--- src/rtl/md_pkg.sv ---
// Shared definitions for the multiply/divide engine and the ALU control.
//   - FSM state encodings for mult_div_unit
//   - StoreMD encodings: control uses these to pick which result to store
package md_pkg;

    localparam logic [1:0] ST_IDLE = 2'd0;
    localparam logic [1:0] ST_MUL  = 2'd1;
    localparam logic [1:0] ST_DIV  = 2'd2;
    localparam logic [1:0] ST_FIN  = 2'd3;

    localparam logic [1:0] MD_NONE = 2'b00;
    localparam logic [1:0] MD_DIV  = 2'b01;
    localparam logic [1:0] MD_MUL  = 2'b10;

endpackage

--- src/rtl/mult_div_unit_if.sv ---
// Request/response bundle between the ALU control (master) and the
// multiply/divide engine (slave).
//   multOp/divOp  : one-cycle start pulses (master -> slave)
//   srcA/srcB     : signed operands, sampled on the start edge
//   busy/done     : engine status; done is a one-cycle pulse
//   hi/lo/divZero : results, held until the next done or reset
interface mult_div_unit_if #(
    parameter int WIDTH = 32
);
    logic             multOp;
    logic             divOp;
    logic [WIDTH-1:0] srcA;
    logic [WIDTH-1:0] srcB;
    logic             busy;
    logic             done;
    logic [WIDTH-1:0] hi;
    logic [WIDTH-1:0] lo;
    logic             divZero;

    modport master (
        output multOp, divOp, srcA, srcB,
        input  busy, done, hi, lo, divZero
    );

    modport slave (
        input  multOp, divOp, srcA, srcB,
        output busy, done, hi, lo, divZero
    );
endinterface

--- src/rtl/mult_div_unit_div_step.sv ---
// One restoring-division iteration (combinational).
//   rem_i     : partial remainder (WIDTH+1 bits, always < divisor)
//   divisor_i : unsigned divisor magnitude
//   bit_i     : next dividend bit, MSB first
//   rem_o     : updated partial remainder
//   q_o       : quotient bit produced by this step
module div_step #(
    parameter int WIDTH = 32
) (
    input  logic [WIDTH:0]   rem_i,
    input  logic [WIDTH-1:0] divisor_i,
    input  logic             bit_i,
    output logic [WIDTH:0]   rem_o,
    output logic             q_o
);
    logic [WIDTH+1:0] shifted;
    logic [WIDTH+1:0] trial;

    always_comb begin
        shifted = {rem_i, bit_i};
        trial   = shifted - {2'b00, divisor_i};
        // Non-negative trial: the divisor fits, keep the difference.
        q_o     = ~trial[WIDTH+1];
        rem_o   = q_o ? trial[WIDTH:0] : shifted[WIDTH:0];
    end
endmodule

--- src/rtl/mult_div_unit.sv ---
// Multi-cycle signed multiply/divide engine.
//   clk   : clock, all state on posedge
//   reset : synchronous, active-low
//   bus   : slave side of mult_div_unit_if (start pulses, operands, results)
// Operands are reduced to unsigned magnitudes on the start edge, iterated
// one bit per clock (shift-add multiply / restoring divide), and the signs
// are reapplied in the single FIN cycle that also pulses done.
module mult_div_unit
    import md_pkg::*;
#(
    parameter int WIDTH = 32,
    parameter int CNT_W = $clog2(WIDTH) + 1
) (
    input  logic          clk,
    input  logic          reset,
    mult_div_unit_if.slave bus
);
    logic [1:0]         state_q, state_d;
    logic [CNT_W-1:0]   cnt_q, cnt_d;
    logic [WIDTH-1:0]   op_q, op_d;       // mult: |A| multiplicand; div: |B| divisor
    logic [2*WIDTH-1:0] acc_q, acc_d;     // mult: {partial product, multiplier}; div: low half = dividend/quotient
    logic [WIDTH:0]     rem_q, rem_d;
    logic               neg_q, neg_d;     // product / quotient negate
    logic               rneg_q, rneg_d;   // remainder takes dividend sign
    logic               is_div_q, is_div_d;
    logic               dz_q, dz_d;
    logic               done_q, done_d;
    logic               divzero_q, divzero_d;
    logic [WIDTH-1:0]   hi_q, hi_d, lo_q, lo_d;

    logic [WIDTH-1:0]   abs_a, abs_b;
    logic [WIDTH:0]     mul_sum;
    logic [WIDTH:0]     step_rem;
    logic               step_q;
    logic [2*WIDTH-1:0] prod_signed;

    div_step #(.WIDTH(WIDTH)) u_div_step (
        .rem_i     (rem_q),
        .divisor_i (op_q),
        .bit_i     (acc_q[WIDTH-1]),
        .rem_o     (step_rem),
        .q_o       (step_q)
    );

    always_comb begin
        // -2^(W-1) negates to itself, which is the correct unsigned magnitude.
        abs_a       = bus.srcA[WIDTH-1] ? -bus.srcA : bus.srcA;
        abs_b       = bus.srcB[WIDTH-1] ? -bus.srcB : bus.srcB;
        mul_sum     = {1'b0, acc_q[2*WIDTH-1:WIDTH]} + (acc_q[0] ? {1'b0, op_q} : '0);
        prod_signed = neg_q ? -acc_q : acc_q;

        state_d   = state_q;
        cnt_d     = cnt_q;
        op_d      = op_q;
        acc_d     = acc_q;
        rem_d     = rem_q;
        neg_d     = neg_q;
        rneg_d    = rneg_q;
        is_div_d  = is_div_q;
        dz_d      = dz_q;
        done_d    = 1'b0;
        divzero_d = divzero_q;
        hi_d      = hi_q;
        lo_d      = lo_q;

        case (state_q)
            ST_IDLE: begin
                neg_d  = bus.srcA[WIDTH-1] ^ bus.srcB[WIDTH-1];
                rneg_d = bus.srcA[WIDTH-1];
                cnt_d  = '0;
                rem_d  = '0;
                if (bus.multOp) begin
                    state_d  = ST_MUL;
                    op_d     = abs_a;
                    acc_d    = {{WIDTH{1'b0}}, abs_b};
                    is_div_d = 1'b0;
                    dz_d     = 1'b0;
                end else if (bus.divOp) begin
                    dz_d     = (bus.srcB == '0);
                    state_d  = (bus.srcB == '0) ? ST_FIN : ST_DIV;
                    op_d     = abs_b;
                    acc_d    = {{WIDTH{1'b0}}, abs_a};
                    is_div_d = 1'b1;
                end
            end
            ST_MUL: begin
                // Add multiplicand into the upper half, then shift right;
                // the carry lands in bit 2W-1 after the shift.
                acc_d = {mul_sum, acc_q[WIDTH-1:1]};
                cnt_d = cnt_q + 1'b1;
                if (cnt_q == CNT_W'(WIDTH - 1)) state_d = ST_FIN;
            end
            ST_DIV: begin
                // Dividend bits leave the top, quotient bits enter the bottom.
                acc_d = {acc_q[2*WIDTH-1:WIDTH], acc_q[WIDTH-2:0], step_q};
                rem_d = step_rem;
                cnt_d = cnt_q + 1'b1;
                if (cnt_q == CNT_W'(WIDTH - 1)) state_d = ST_FIN;
            end
            default: begin  // ST_FIN
                done_d    = 1'b1;
                divzero_d = dz_q;
                state_d   = ST_IDLE;
                if (!is_div_q) begin
                    hi_d = prod_signed[2*WIDTH-1:WIDTH];
                    lo_d = prod_signed[WIDTH-1:0];
                end else if (!dz_q) begin
                    lo_d = neg_q  ? -acc_q[WIDTH-1:0] : acc_q[WIDTH-1:0];
                    hi_d = rneg_q ? -rem_q[WIDTH-1:0] : rem_q[WIDTH-1:0];
                end
            end
        endcase
    end

    always_ff @(posedge clk) begin
        if (!reset) begin
            state_q   <= ST_IDLE;
            cnt_q     <= '0;
            op_q      <= '0;
            acc_q     <= '0;
            rem_q     <= '0;
            neg_q     <= 1'b0;
            rneg_q    <= 1'b0;
            is_div_q  <= 1'b0;
            dz_q      <= 1'b0;
            done_q    <= 1'b0;
            divzero_q <= 1'b0;
            hi_q      <= '0;
            lo_q      <= '0;
        end else begin
            state_q   <= state_d;
            cnt_q     <= cnt_d;
            op_q      <= op_d;
            acc_q     <= acc_d;
            rem_q     <= rem_d;
            neg_q     <= neg_d;
            rneg_q    <= rneg_d;
            is_div_q  <= is_div_d;
            dz_q      <= dz_d;
            done_q    <= done_d;
            divzero_q <= divzero_d;
            hi_q      <= hi_d;
            lo_q      <= lo_d;
        end
    end

    assign bus.busy    = (state_q != ST_IDLE);
    assign bus.done    = done_q;
    assign bus.hi      = hi_q;
    assign bus.lo      = lo_q;
    assign bus.divZero = divzero_q;
endmodule
--- src/flat_wrapper.sv ---
// flat-port wrapper written by rule: the top's interface ports become plain ports
module mult_div_unit_flat import md_pkg::*;
#(
    parameter int WIDTH = 32,
    parameter int CNT_W = $clog2(WIDTH) + 1
)
  (clk, reset, bus_multOp, bus_divOp, bus_srcA, bus_srcB, bus_busy, bus_done, bus_hi, bus_lo, bus_divZero);
  mult_div_unit_if #(.WIDTH(WIDTH)) bus_i ();
  input  logic clk;
  input  logic reset;
  input wire logic [$bits(bus_i.multOp)-1:0] bus_multOp;
  input wire logic [$bits(bus_i.divOp)-1:0] bus_divOp;
  input wire logic [$bits(bus_i.srcA)-1:0] bus_srcA;
  input wire logic [$bits(bus_i.srcB)-1:0] bus_srcB;
  output wire logic [$bits(bus_i.busy)-1:0] bus_busy;
  output wire logic [$bits(bus_i.done)-1:0] bus_done;
  output wire logic [$bits(bus_i.hi)-1:0] bus_hi;
  output wire logic [$bits(bus_i.lo)-1:0] bus_lo;
  output wire logic [$bits(bus_i.divZero)-1:0] bus_divZero;
  assign bus_i.multOp = bus_multOp;
  assign bus_i.divOp = bus_divOp;
  assign bus_i.srcA = bus_srcA;
  assign bus_i.srcB = bus_srcB;
  assign bus_busy = bus_i.busy;
  assign bus_done = bus_i.done;
  assign bus_hi = bus_i.hi;
  assign bus_lo = bus_i.lo;
  assign bus_divZero = bus_i.divZero;
  mult_div_unit #(.WIDTH(WIDTH), .CNT_W(CNT_W)) u_core (.clk(clk), .reset(reset), .bus(bus_i));
endmodule
--- config.mk ---
export PLATFORM = sky130hd
export DESIGN_NAME = mult_div_unit_flat
export DESIGN_NICKNAME = d
export VERILOG_FILES = /design/src/rtl/md_pkg.sv /design/src/rtl/mult_div_unit_if.sv /design/src/rtl/mult_div_unit_div_step.sv /design/src/rtl/mult_div_unit.sv /design/src/flat_wrapper.sv
export SDC_FILE = /design/constraint.sdc
export NUM_CORES = 1
export LEC_CHECK = 0
export BUFFER_PORTS_ARGS = -buffer_cell sky130_fd_sc_hd__buf_4
export CAP_MARGIN = 20
export CELL_PAD_IN_SITES_DETAIL_PLACEMENT = 0
export CELL_PAD_IN_SITES_GLOBAL_PLACEMENT = 1
export CORE_MARGIN = 1.5
export CORE_UTILIZATION = 49
export DETAILED_ROUTE_END_ITERATION = 8
export PLACE_DENSITY_LB_ADDON = 0.15
export SLEW_MARGIN = 10
export SYNTH_ARGS = -nofsm -noshare
export SYNTH_HDL_FRONTEND = slang
export SYNTH_SLANG_ARGS = --single-unit
export TNS_END_PERCENT = 30
--- constraint.sdc ---
create_clock -name clk -period 10.7 [get_ports clk]
set_clock_uncertainty 0.1 [all_clocks]
set_input_delay 1.07 -clock clk [delete_from_list [all_inputs] [get_ports clk]]
set_output_delay 1.07 -clock clk [all_outputs]
set_load 0.02 [all_outputs]
=== Word-level counts from Yosys, hierarchy flattened ===
Index checks and enable logic that the tools add are counted.

* Add/subtract/negate cells: 8
* Equality and inequality tests: 6
* Mux-type cells: 28
* Bitwise gates (word level): 4
* Reduce and logical (&&, ||, !) cells: 15

{| class="wikitable"
|+ Operator list
! kind !! number
|-
| 32-bit 2-to-1 mux || 11
|-
| 64-bit 2-to-1 mux || 3
|-
| 64-bit case mux with 3 select lines || 1
|-
| 32-bit negator || 4
|-
| 33-bit case mux with 2 select lines || 1
|-
| 64-bit negator || 1
|-
| 34-bit by 32-bit subtractor with 34-bit output || 1
|-
| 32-bit by 33-bit adder with 33-bit output || 1
|-
| 33-bit 2-to-1 mux || 1
|-
| 32-bit logical NOT || 1
|-
| 6-bit case mux with 2 select lines || 1
|-
| 2-bit nonzero test || 5
|-
| 2-bit AND reduction || 4
|-
| 6-bit by 1-bit adder with 6-bit output, second input constant || 1
|-
| 6-bit by 5-bit == test with 1-bit output, second input constant || 1
|-
| 1-bit 2-to-1 mux || 6
|-
| 2-bit 2-to-1 mux || 3
|-
| 2-bit case mux with 2 select lines || 1
|-
| 3-bit != test, second input constant || 1
|-
| 1-bit NOT || 3
|-
| 3-bit AND reduction || 1
|-
| 3-bit nonzero test || 1
|-
| 3-bit OR reduction || 1
|-
| 2-bit by 1-bit == test with 1-bit output, second input constant || 1
|-
| other kinds (6) || 6
|}

* Register bits after elaboration: 207
* Output and inout port bits: 67
* Word-level logic and storage cells: 75

=== Logic depth before layout (Yosys ltp) ===
Gate-level depths: netlist of run 1.

* Word-level depth: 5
* Mapped depth: 13

=== Cells and area by module ===
From an unflattened synthesis of run 1, not the netlist that was laid out.

* Cell total of the unflattened synthesis: 2027
* Area, all modules: 15816.4 µm²

{| class="wikitable"
|+ By module, submodules not included
! module !! instances !! cells an instance !! area an instance (µm²) !! seq. area each (µm²)
|-
| mult_div_unit || 1 || 1721 || 13603.0 || 4144.0
|-
| div_step || 1 || 306 || 2213.4 || 0.0
|}

=== Least setup slack after synthesis of run 1 ===
OpenSTA, ideal clock, no wires.

* Path type: input port to flip-flop
* From: in bus_srcA[9]
* To: reg u_core.op_q[29]
* Library setup time: 0.095 ns
* Data arrival time: 3.700 ns
* Required time: 10.505 ns
* Setup slack: 6.805 ns
* Stages: 8
* Path buffers: 0
* Cell sequence: or4_1 > or3_1 > or4_1 > or2_1 > o41ai_1 > xor2_1 > a22o_1 > a221oi_1

* Cells in the longest elaborated chain, start to end: 3

{| class="wikitable"
|+ Ends and longest elaborated chain
! item !! line !! RTL
|-
| start: declaration || flat_wrapper.sv:13 || <nowiki>input wire logic [$bits(bus_i.srcA)-1:0] bus_srcA;</nowiki>
|-
| 32-bit negator || mult_div_unit.sv:47 || <nowiki>abs_a = bus.srcA[WIDTH-1] ? -bus.srcA : bus.srcA;</nowiki>
|-
| 32-bit 2-to-1 mux || mult_div_unit.sv:47 ||
|-
| 32-bit 2-to-1 mux || mult_div_unit.sv:72 || <nowiki>if (bus.multOp) begin</nowiki>
|-
| end signal: assignment || mult_div_unit.sv:133 || <nowiki>op_q <= op_d;</nowiki>
|-
| end: declaration || mult_div_unit.sv:20 || <nowiki>logic [WIDTH-1:0] op_q, op_d;</nowiki>
|}

Every way passes these cells.
A chain may end at the register's enable or synchronous reset.

=== Worst setup path in the final report of run 1 ===
* From: reg u_core.acc_q[0]
* To: reg u_core.acc_q[61]

* Cells in the longest elaborated chain, start to end: 3

{| class="wikitable"
|+ Ends and longest elaborated chain
! item !! line !! RTL
|-
| start: declaration || mult_div_unit.sv:21 || <nowiki>logic [2*WIDTH-1:0] acc_q, acc_d;</nowiki>
|-
| start signal: assignment || mult_div_unit.sv:120 || <nowiki>acc_q <= '0;</nowiki>
|-
| start signal: assignment || mult_div_unit.sv:134 || <nowiki>acc_q <= acc_d;</nowiki>
|-
| 32-bit 2-to-1 mux || mult_div_unit.sv:49 || <nowiki>mul_sum = {1'b0, acc_q[2*WIDTH-1:WIDTH]} + (acc_q[0] ? {1'b0, op_q} : '0);</nowiki>
|-
| 32-bit by 33-bit adder with 33-bit output || mult_div_unit.sv:49 ||
|-
| 64-bit case mux with 3 select lines || mult_div_unit.sv:66 || <nowiki>case (state_q)</nowiki>
|}

Every way passes these cells.

==> results of run 1 <==
==> report_power, final <==
part           internal (mW)  total (mW)  switching, mW
registers              0.896        1.05          0.153
logic                  0.531        1.51          0.975
clock network          0.508       0.862          0.354
==> Yosys cell counts (all sizes together) (5+ instances only) <==
cell    count
a211o       6
a211oi     45
a21boi      8
a21o       41
a21oi     124
a221o       5
a221oi     31
a222oi     13
a22o       11
a22oi      19
a31oi      18
a32o        8
a32oi       7
and2       10
and3       12
buf        12
clkbuf    119
dfxtp     207
ha         74
inv        63
mux2i      44
nand2     179
nand2b     13
nand3      50
nand4      13
nor2      180
nor2b      13
nor3       28
nor3b       7
nor4       19
nor4b       5
o211ai     22
o21a       13
o21ai     175
o21bai      6
o221ai      7
o22a        9
o31ai      45
o41ai      34
or2         7
or3        25
or4        31
xnor2      84
xor2      109
==> metal layers <==
metal	track usage, %	share of wire (%)
met4	18.80	6.2
met1	39.53	41
met3	4.314	6.5
met5	0	0
met2	53.34	46
==> worst paths after layout <==
kind	start	endpoint	slack [ns]	depth (start not counted)
setup / recovery	u_core.acc_q[0]$_SDFFE_PN0P_	u_core.acc_q[61]$_SDFFE_PN0P_	6.38	11
hold / removal	u_core.bus.hi[23]$_SDFFE_PN0P_	u_core.bus.hi[23]$_SDFFE_PN0P_	0.34	2
setup reg to reg	u_core.acc_q[0]$_SDFFE_PN0P_	u_core.acc_q[61]$_SDFFE_PN0P_	6.38	11
hold reg to reg	u_core.bus.hi[23]$_SDFFE_PN0P_	u_core.bus.hi[23]$_SDFFE_PN0P_	0.34	2
==> through the flow <==
step | hold WS (ns) | utilization [%] | total power [mW]
2_1_floorplan | 0.3319 | - | 2.070
3_3_place_gp | 0.3323 | 53.99 | 2.534
3_5_place_dp | 0.3367 | 53.99 | 2.546
4_1_cts | 0.3462 | 56.70 | 3.412
5_1_grt | 0.3775 | 56.70 | 3.605
6_report | 0.3431 | 56.70 | 3.418
==> cell usage in the layout (no fill, tap or decap), drive strengths merged, types with 22 or more instances in the layout <==
cell / netlist / final
xor2: 109 / 109
nand2: 179 / 179
a211oi: 45 / 45
o211ai: 22 / 22
nor3: 28 / 28
a21oi: 124 / 124
nand3: 50 / 50
o31ai: 45 / 45
mux2i: 44 / 44
or4: 31 / 31
a221oi: 31 / 31
o41ai: 34 / 34
o21ai: 175 / 175
ha: 74 / 74
clkbuf: 119 / 42
a21o: 41 / 41
buf: 12 / 152
dfxtp: 207 / 207
nor2: 180 / 180
xnor2: 84 / 84
or3: 25 / 25
inv: 63 / 63
==> sequential cells by signal, indices dropped and copies added (netlist names) <==
name                cells
u_core.rem_q           33
u_core.state_q          2
u_core.rneg_q           1
u_core.op_q            32
u_core.bus.divZero      1
u_core.cnt_q            6
u_core.is_div_q         1
u_core.bus.hi          32
u_core.bus.lo          32
u_core.acc_q           64
u_core.dz_q             1
u_core.neg_q            1
u_core.bus.done         1
==> worst max-delay path, delay by kind of cell, from the launching register on <==
kind                     cells  cell delay [ns]
AO/OA/AOI/OAI                7             2.23
buffers and inverters        1             0.73
flip-flops                   1             0.33
adder cells (fa/ha/maj)      1             0.48
AND/OR/NAND/NOR              2             0.37
==> cell type report <==
cell class,count,share of cell area [%]
multi-input cells,1598,60.85
clock inverters,4,0.2142
repair buffers,152,6.511
well taps,396,2.827
clock buffers,42,4.562
inverters,64,1.378
flip-flops and latches,207,23.65
==> cells by family (layout without fill, tap and decap cells) <==
| kind of cell | Yosys count | after routing | synth area share (%) |
|---|---|---|---|
| compound gates | 679 | 679 | 29.62 |
| xor+xnor | 193 | 193 | 10.90 |
| flops | 207 | 207 | 26.71 |
| fa+ha+maj | 76 | 76 | 6.226 |
| buf+inv | 195 | 262 | 4.839 |
| simple gates | 604 | 604 | 18.72 |
| mux | 46 | 46 | 2.984 |
==> impl_metrics.env, run 1 <==
export IMPL_cp_start_kind="flop"
export IMPL_setup_tns_ns=0
export IMPL_period_needed_ns=4.324
export IMPL_clockBufferDepth=3
export IMPL_place_area_um2=16690
export IMPL_period_share_pct=40.41
export IMPL_worstPathRequired_ns=11.08
export IMPL_ys_warn_count=0
export IMPL_area_growth_pct=12.97
export IMPL_synth_edf_count=0
export IMPL_io_pins=135
export IMPL_n_antenna_cell=0
export IMPL_postRouteAntennaNets=0
export IMPL_clock_sinks=207
export IMPL_port_buffers=134
export IMPL_wl_per_cell_um=21.95
export IMPL_coreArea_um2=30910
export IMPL_vias=15610
export IMPL_antenna_found_initial=0
export IMPL_die_area_um2=32740
export IMPL_setup_ws_ns=6.376
export IMPL_ys_flop_type="dfxtp_1"
export IMPL_initial_utilization_pct=50.19
export IMPL_clockRootBuffer="clkbuf_16"
export IMPL_netlist_top_cells_area="dfxtp_1, xor2_1, ha_1"
export IMPL_maxCapViolations=0
export IMPL_dr_pass1_iters=6
export IMPL_yosys_area_top_type="dfxtp_1"
export IMPL_cts_max_level=1
export IMPL_drc=0
export IMPL_max_stage_delay_ns=0.76
export IMPL_grt_pass1_vias=14620
export IMPL_seq_area_um2=4145
export IMPL_rsz0062_at_grt="false"
export IMPL_p_per_area_nw_per_um2=195.0
export IMPL_avgSynthCellArea_um2=7.757
export IMPL_yosysUniqueCellTypes=78
export IMPL_fmax_ghz=0.2313
export IMPL_grt_start_max_net_pins=84
export IMPL_relSlewSlack_pct=28.65
export IMPL_cts_tree="built"
export IMPL_multi_input_area_um2=10670
export IMPL_instances_no_fill=2463
export IMPL_place_hpwl_mm=40.90
export IMPL_synth_top_area_share_pct=26.71
export IMPL_ir_worst_vdd_uv=161.7
export IMPL_synthArstFlopShare_pct=0
export IMPL_seq_area_frac_synth_pct=26.71
export IMPL_drive_above_1_share_pct=10.89
export IMPL_overflow=0
export IMPL_globalplace_congestion=0.9408
export IMPL_cp_cell_sequence="inv_1, nor2_1, fa_1, a21o_1, a311oi_1, o21ai_0, a31o_2, a2111oi_0, nor4_1, o31a_1, o31ai_1"
export IMPL_wirelength_mm=54.07
export IMPL_criticalPathCategory="reg2reg"
export IMPL_slowest_stage="a2111oi_0"
export IMPL_synth_area_um2=15510
export IMPL_design_area_um2=17530
export IMPL_finalSetupViolCount=0
export IMPL_critPathMaxFanout=33
export IMPL_fillerInstances=2954
export IMPL_maxSlewViolCount=0
export IMPL_drtIter0Drc=1467
export IMPL_synthCells=2000
export IMPL_crit_arrival_ns=4.70
export IMPL_syn_nets=2144
export IMPL_dp_cells=2417
export IMPL_finalHoldViolCount=0
export IMPL_row_count=64
export IMPL_cts_setup_buffers=0
export IMPL_hold_buffers=0
export IMPL_place_ws_ns=6.411
export IMPL_final_nets=2192
export IMPL_grt_pass1_wl_mm=82.77
export IMPL_ys_ff_latch=207
export IMPL_hp_class="reg2reg"
export IMPL_clk_insertion_delay_late_ns=0.56
export IMPL_avgViaCountPerCell=6.336
export IMPL_outcome="finished, final reports clean"
export IMPL_power_leakage_nw=7.243
export IMPL_die_h_um=180.9
export IMPL_worstMarginPinSlew_ns=1.069
export IMPL_die_w_um=180.9
export IMPL_clk_pin_slew_worst_paths_ns=0.06
export IMPL_cts_buffers_inserted=25
export IMPL_cts_repair_resized=0
export IMPL_worstSetupEndpointType="flop"
export IMPL_grt_usage_pct=31.99
(Power assumes the default switching activity.)
==> inputs of run 2 (changes only) <==
--- a/config.mk
+++ b/config.mk
@@ -5,12 +5,13 @@
 export SDC_FILE = /design/constraint.sdc
 export NUM_CORES = 1
 export LEC_CHECK = 0
+export ABC_AREA = 1
 export BUFFER_PORTS_ARGS = -buffer_cell sky130_fd_sc_hd__buf_4
 export CAP_MARGIN = 20
 export CELL_PAD_IN_SITES_DETAIL_PLACEMENT = 0
 export CELL_PAD_IN_SITES_GLOBAL_PLACEMENT = 1
 export CORE_MARGIN = 1.5
-export CORE_UTILIZATION = 49
+export CORE_UTILIZATION = 44
 export DETAILED_ROUTE_END_ITERATION = 8
 export PLACE_DENSITY_LB_ADDON = 0.15
 export SLEW_MARGIN = 10
==> constraint.sdc (replaced) <==
create_clock -name clk -period 4 [get_ports clk]
set_clock_uncertainty 0.1 [all_clocks]
set_input_delay 0.4 -clock clk [delete_from_list [all_inputs] [get_ports clk]]
set_output_delay 0.4 -clock clk [all_outputs]
set_load 0.02 [all_outputs]
==> impl_metrics.env, run 2 <==
export IMPL_outcome="finished, final reports clean"
export IMPL_initial_utilization_pct=44.51
export IMPL_finalSetupViolCount=0
export IMPL_largest_register="u_core.acc_q"
export IMPL_relSlewSlack_pct=25.11
export IMPL_ir_worst_vdd_uv=406.9
export IMPL_synth_top_area_share_pct=21.05
export IMPL_largest_reg_flops=64
export IMPL_hold_depth=3
export IMPL_max_stage_delay_ns=0.73
export IMPL_switchingPower_mw=6.285
export IMPL_fillerInstances=4761
export IMPL_power_leakage_nw=10.81
export IMPL_worstSetupEndpointType="flop"
export IMPL_reg2regPathDepth=14
export IMPL_grt_usage_pct=34.31
export IMPL_crit_top_cell="nand2_1"
export IMPL_antenna_found_initial=1
export IMPL_drtIter0Drc=2195
export IMPL_seqPwrFrac_pct=24.1
export IMPL_power_total_mw=12.11
export IMPL_place_hpwl_mm=66.36
export IMPL_setup_ws_ns=0.7442
export IMPL_yosys_area_top_type="dfxtp_1"
export IMPL_avgViaCountPerCell=5.650
export IMPL_clock_sinks=207
export IMPL_io_pins=135
export IMPL_synthCells=3293
export IMPL_port_buffers=134
export IMPL_n_antenna_cell=0
export IMPL_grt_pass1_wl_mm=122.8
export IMPL_synth_edf_count=0
export IMPL_globalplace_congestion=1.019
export IMPL_clk_insertion_delay_late_ns=0.57
export IMPL_timing_critical_path_buf_inv=3
export IMPL_synth_common_cells="nand2_1, inv_1, nor2_1, a21oi_1"
export IMPL_cp_depth=14
export IMPL_synth_area_um2=19680
export IMPL_clkPwrFrac_pct=20.6
export IMPL_synthArstFlopShare_pct=0
export IMPL_regToRegStartpoint="u_core.acc_q[0]$_SDFFE_PN0P_"
export IMPL_cts_repair_resized=0
export IMPL_area_growth_pct=11.43
export IMPL_wirelength_mm=82.09
export IMPL_period_share_pct=81.39
export IMPL_grt_start_max_net_pins=72
export IMPL_hold_path_startpoint="bus_srcB[0]"
export IMPL_mostFrequentLayoutCells="nand2_1, inv_1, nor2_1"
export IMPL_overflow=0
export IMPL_p_per_area_nw_per_um2=552.0
export IMPL_internal_power_mw=5.821
export IMPL_clk_pin_slew_worst_paths_ns=0.06
export IMPL_avgSynthCellArea_um2=5.977
export IMPL_ys_flop_type="dfxtp_1"
export IMPL_cp_start_kind="flop"
export IMPL_swShare_pct=51.92
export IMPL_cts_tree="built"
export IMPL_grt_pass1_vias=20900
export IMPL_finalHoldViolCount=0
export IMPL_crit_start="u_core.acc_q[0]$_SDFFE_PN0P_"
export IMPL_cts_buffers_inserted=27
export IMPL_slowest_stage="dfxtp_1"
export IMPL_drc=0
export IMPL_cp_top_family="simple AND/OR/NAND/NOR gates"
export IMPL_top_regs="u_core.acc_q x64, u_core.rem_q x33"
export IMPL_period_needed_ns=3.256
export IMPL_fmax_ghz=0.3071
export IMPL_die_w_um=214.5
export IMPL_syn_nets=3437
export IMPL_die_h_um=214.5
export IMPL_yosysMostFrequentCell="nand2_1"
export IMPL_hp_class="in2reg"
export IMPL_crit_arrival_ns=3.64
export IMPL_maxSlewViolCount=0
export IMPL_comb_power_share_pct=55.2
export IMPL_vias=22390
export IMPL_critPathMaxFanout=15
export IMPL_dp_cells=3915
export IMPL_criticalPathCategory="reg2reg"
export IMPL_worstPathRequired_ns=4.38
export IMPL_seq_area_frac_synth_pct=21.05
export IMPL_instances_no_fill=3963
export IMPL_postRouteAntennaNets=0
export IMPL_maxCapViolations=0
export IMPL_clockRootBuffer="clkbuf_16"
export IMPL_setup_tns_ns=0
export IMPL_drive_above_1_share_pct=12.04
export IMPL_hold_buffers=0
export IMPL_coreArea_um2=44220
export IMPL_ys_warn_count=0
export IMPL_ys_ff_latch=207
export IMPL_place_ws_ns=0.8229
export IMPL_wl_per_cell_um=20.71
export IMPL_final_nets=3497
export IMPL_dr_pass1_iters=6
export IMPL_netlist_top_cells_area="dfxtp_1, nand2_1, inv_1"
export IMPL_cp_cell_sequence="buf_4, nand2_1, inv_1, ha_1, nand2_1, nor2_1, inv_1, nor2_1, nand4_1, nand3_1, nand2_1, nand2_1, nand2_1, a21oi_1"
export IMPL_row_count=77
export IMPL_clockBufferDepth=3
export IMPL_cts_setup_buffers=0
export IMPL_yosysUniqueCellTypes=54
export IMPL_worstMarginPinSlew_ns=1.123
export IMPL_die_area_um2=46010
export IMPL_cts_max_level=1
export IMPL_rsz0062_at_grt="false"
export IMPL_layout_commonest_cell="nand2_1"
## run 2: cell count changes after synthesis, moves of 45 or more
cell / previous run / this run
xor2_1: 109 / 64
xnor2_1: 84 / 22
o21ai_0: 163 / 214
nand3_2: 0 / 96
a21oi_1: 124 / 254
nand2_1: 179 / 857
nand3_1: 50 / 214
inv_1: 63 / 448
nor2_1: 180 / 315
## run 2: metal layers
metal / up-vias / GRT usage [%] / routed length [µm]
met1: 10430 / 46.44 / 36290
met2: 907 / 55.43 / 36630
met3: 134 / 4.780 / 6038
met4: 0 / 12.49 / 3138
li1: 10920 / - / -
met5: - / 0 / 0
## run 2: layout make-up
class                           instances  area, µm²  area share [%]
Timing Repair Buffer                  160       1226           5.590
Clock buffer                           35      765.7           3.491
Inverter                              471       1768           8.061
Sequential cell                       207       4145           18.90
Multi-Input combinational cell       2486      13170           60.02
Tap cell                              592      740.7           3.377
Clock inverter                         12      122.6          0.5590
## run 2: kinds of logic after synthesis
logic type | Yosys count | share of synthesized area, %
AND/OR/NAND/NOR | 1665 | 38.89
AO/OA/AOI/OAI | 659 | 19.16
buffers and inverters | 600 | 12.16
flip-flops | 207 | 21.05
XOR/XNOR | 86 | 3.827
adder cells (fa/ha/maj) | 76 | 4.907
## run 2: final timing paths
path	endpoint	slack (ns)
max	u_core.acc_q[63]$_SDFFE_PN0P_	0.74
min	u_core.op_q[0]$_SDFFE_PN0P_	0.05
max reg2reg	u_core.acc_q[63]$_SDFFE_PN0P_	0.74
min reg2reg	u_core.bus.lo[1]$_SDFFE_PN0P_	0.39
## run 2: worst register-to-register path, cell delays in order, from the launching register on
cell and delay (ns):
dfxtp_1 0.73, buf_4 0.35, nand2_1 0.16, inv_1 0.20, ha_1 0.27, nand2_1 0.13
nor2_1 0.23, inv_1 0.09, nor2_1 0.20, nand4_1 0.22, nand3_1 0.18, nand2_1 0.07
nand2_1 0.06, nand2_1 0.04, a21oi_1 0.13
## run 2: power by group through the flow
stage	Sequential (mW)	Combinational (mW)	Clock [mW]
after floorplan	2.78	4.59	0
after global placement	2.92	6.53	0
after detailed placement	2.94	6.54	0
after CTS	2.90	6.57	2.53
after global routing	2.96	7.30	2.61
final	2.92	6.69	2.50
## run 2: per-stage QoR
stage / utilization, % / cell area, µm² / hold WS, ns
after floorplan: - / 19680 / 0.3494
after global placement: 47.55 / 21030 / 0.3816
after detailed placement: 47.55 / 21030 / 0.3829
after CTS: 49.55 / 21910 / 0.03561
after global routing: 49.60 / 21930 / 0.06471
final: 49.60 / 21930 / 0.05308
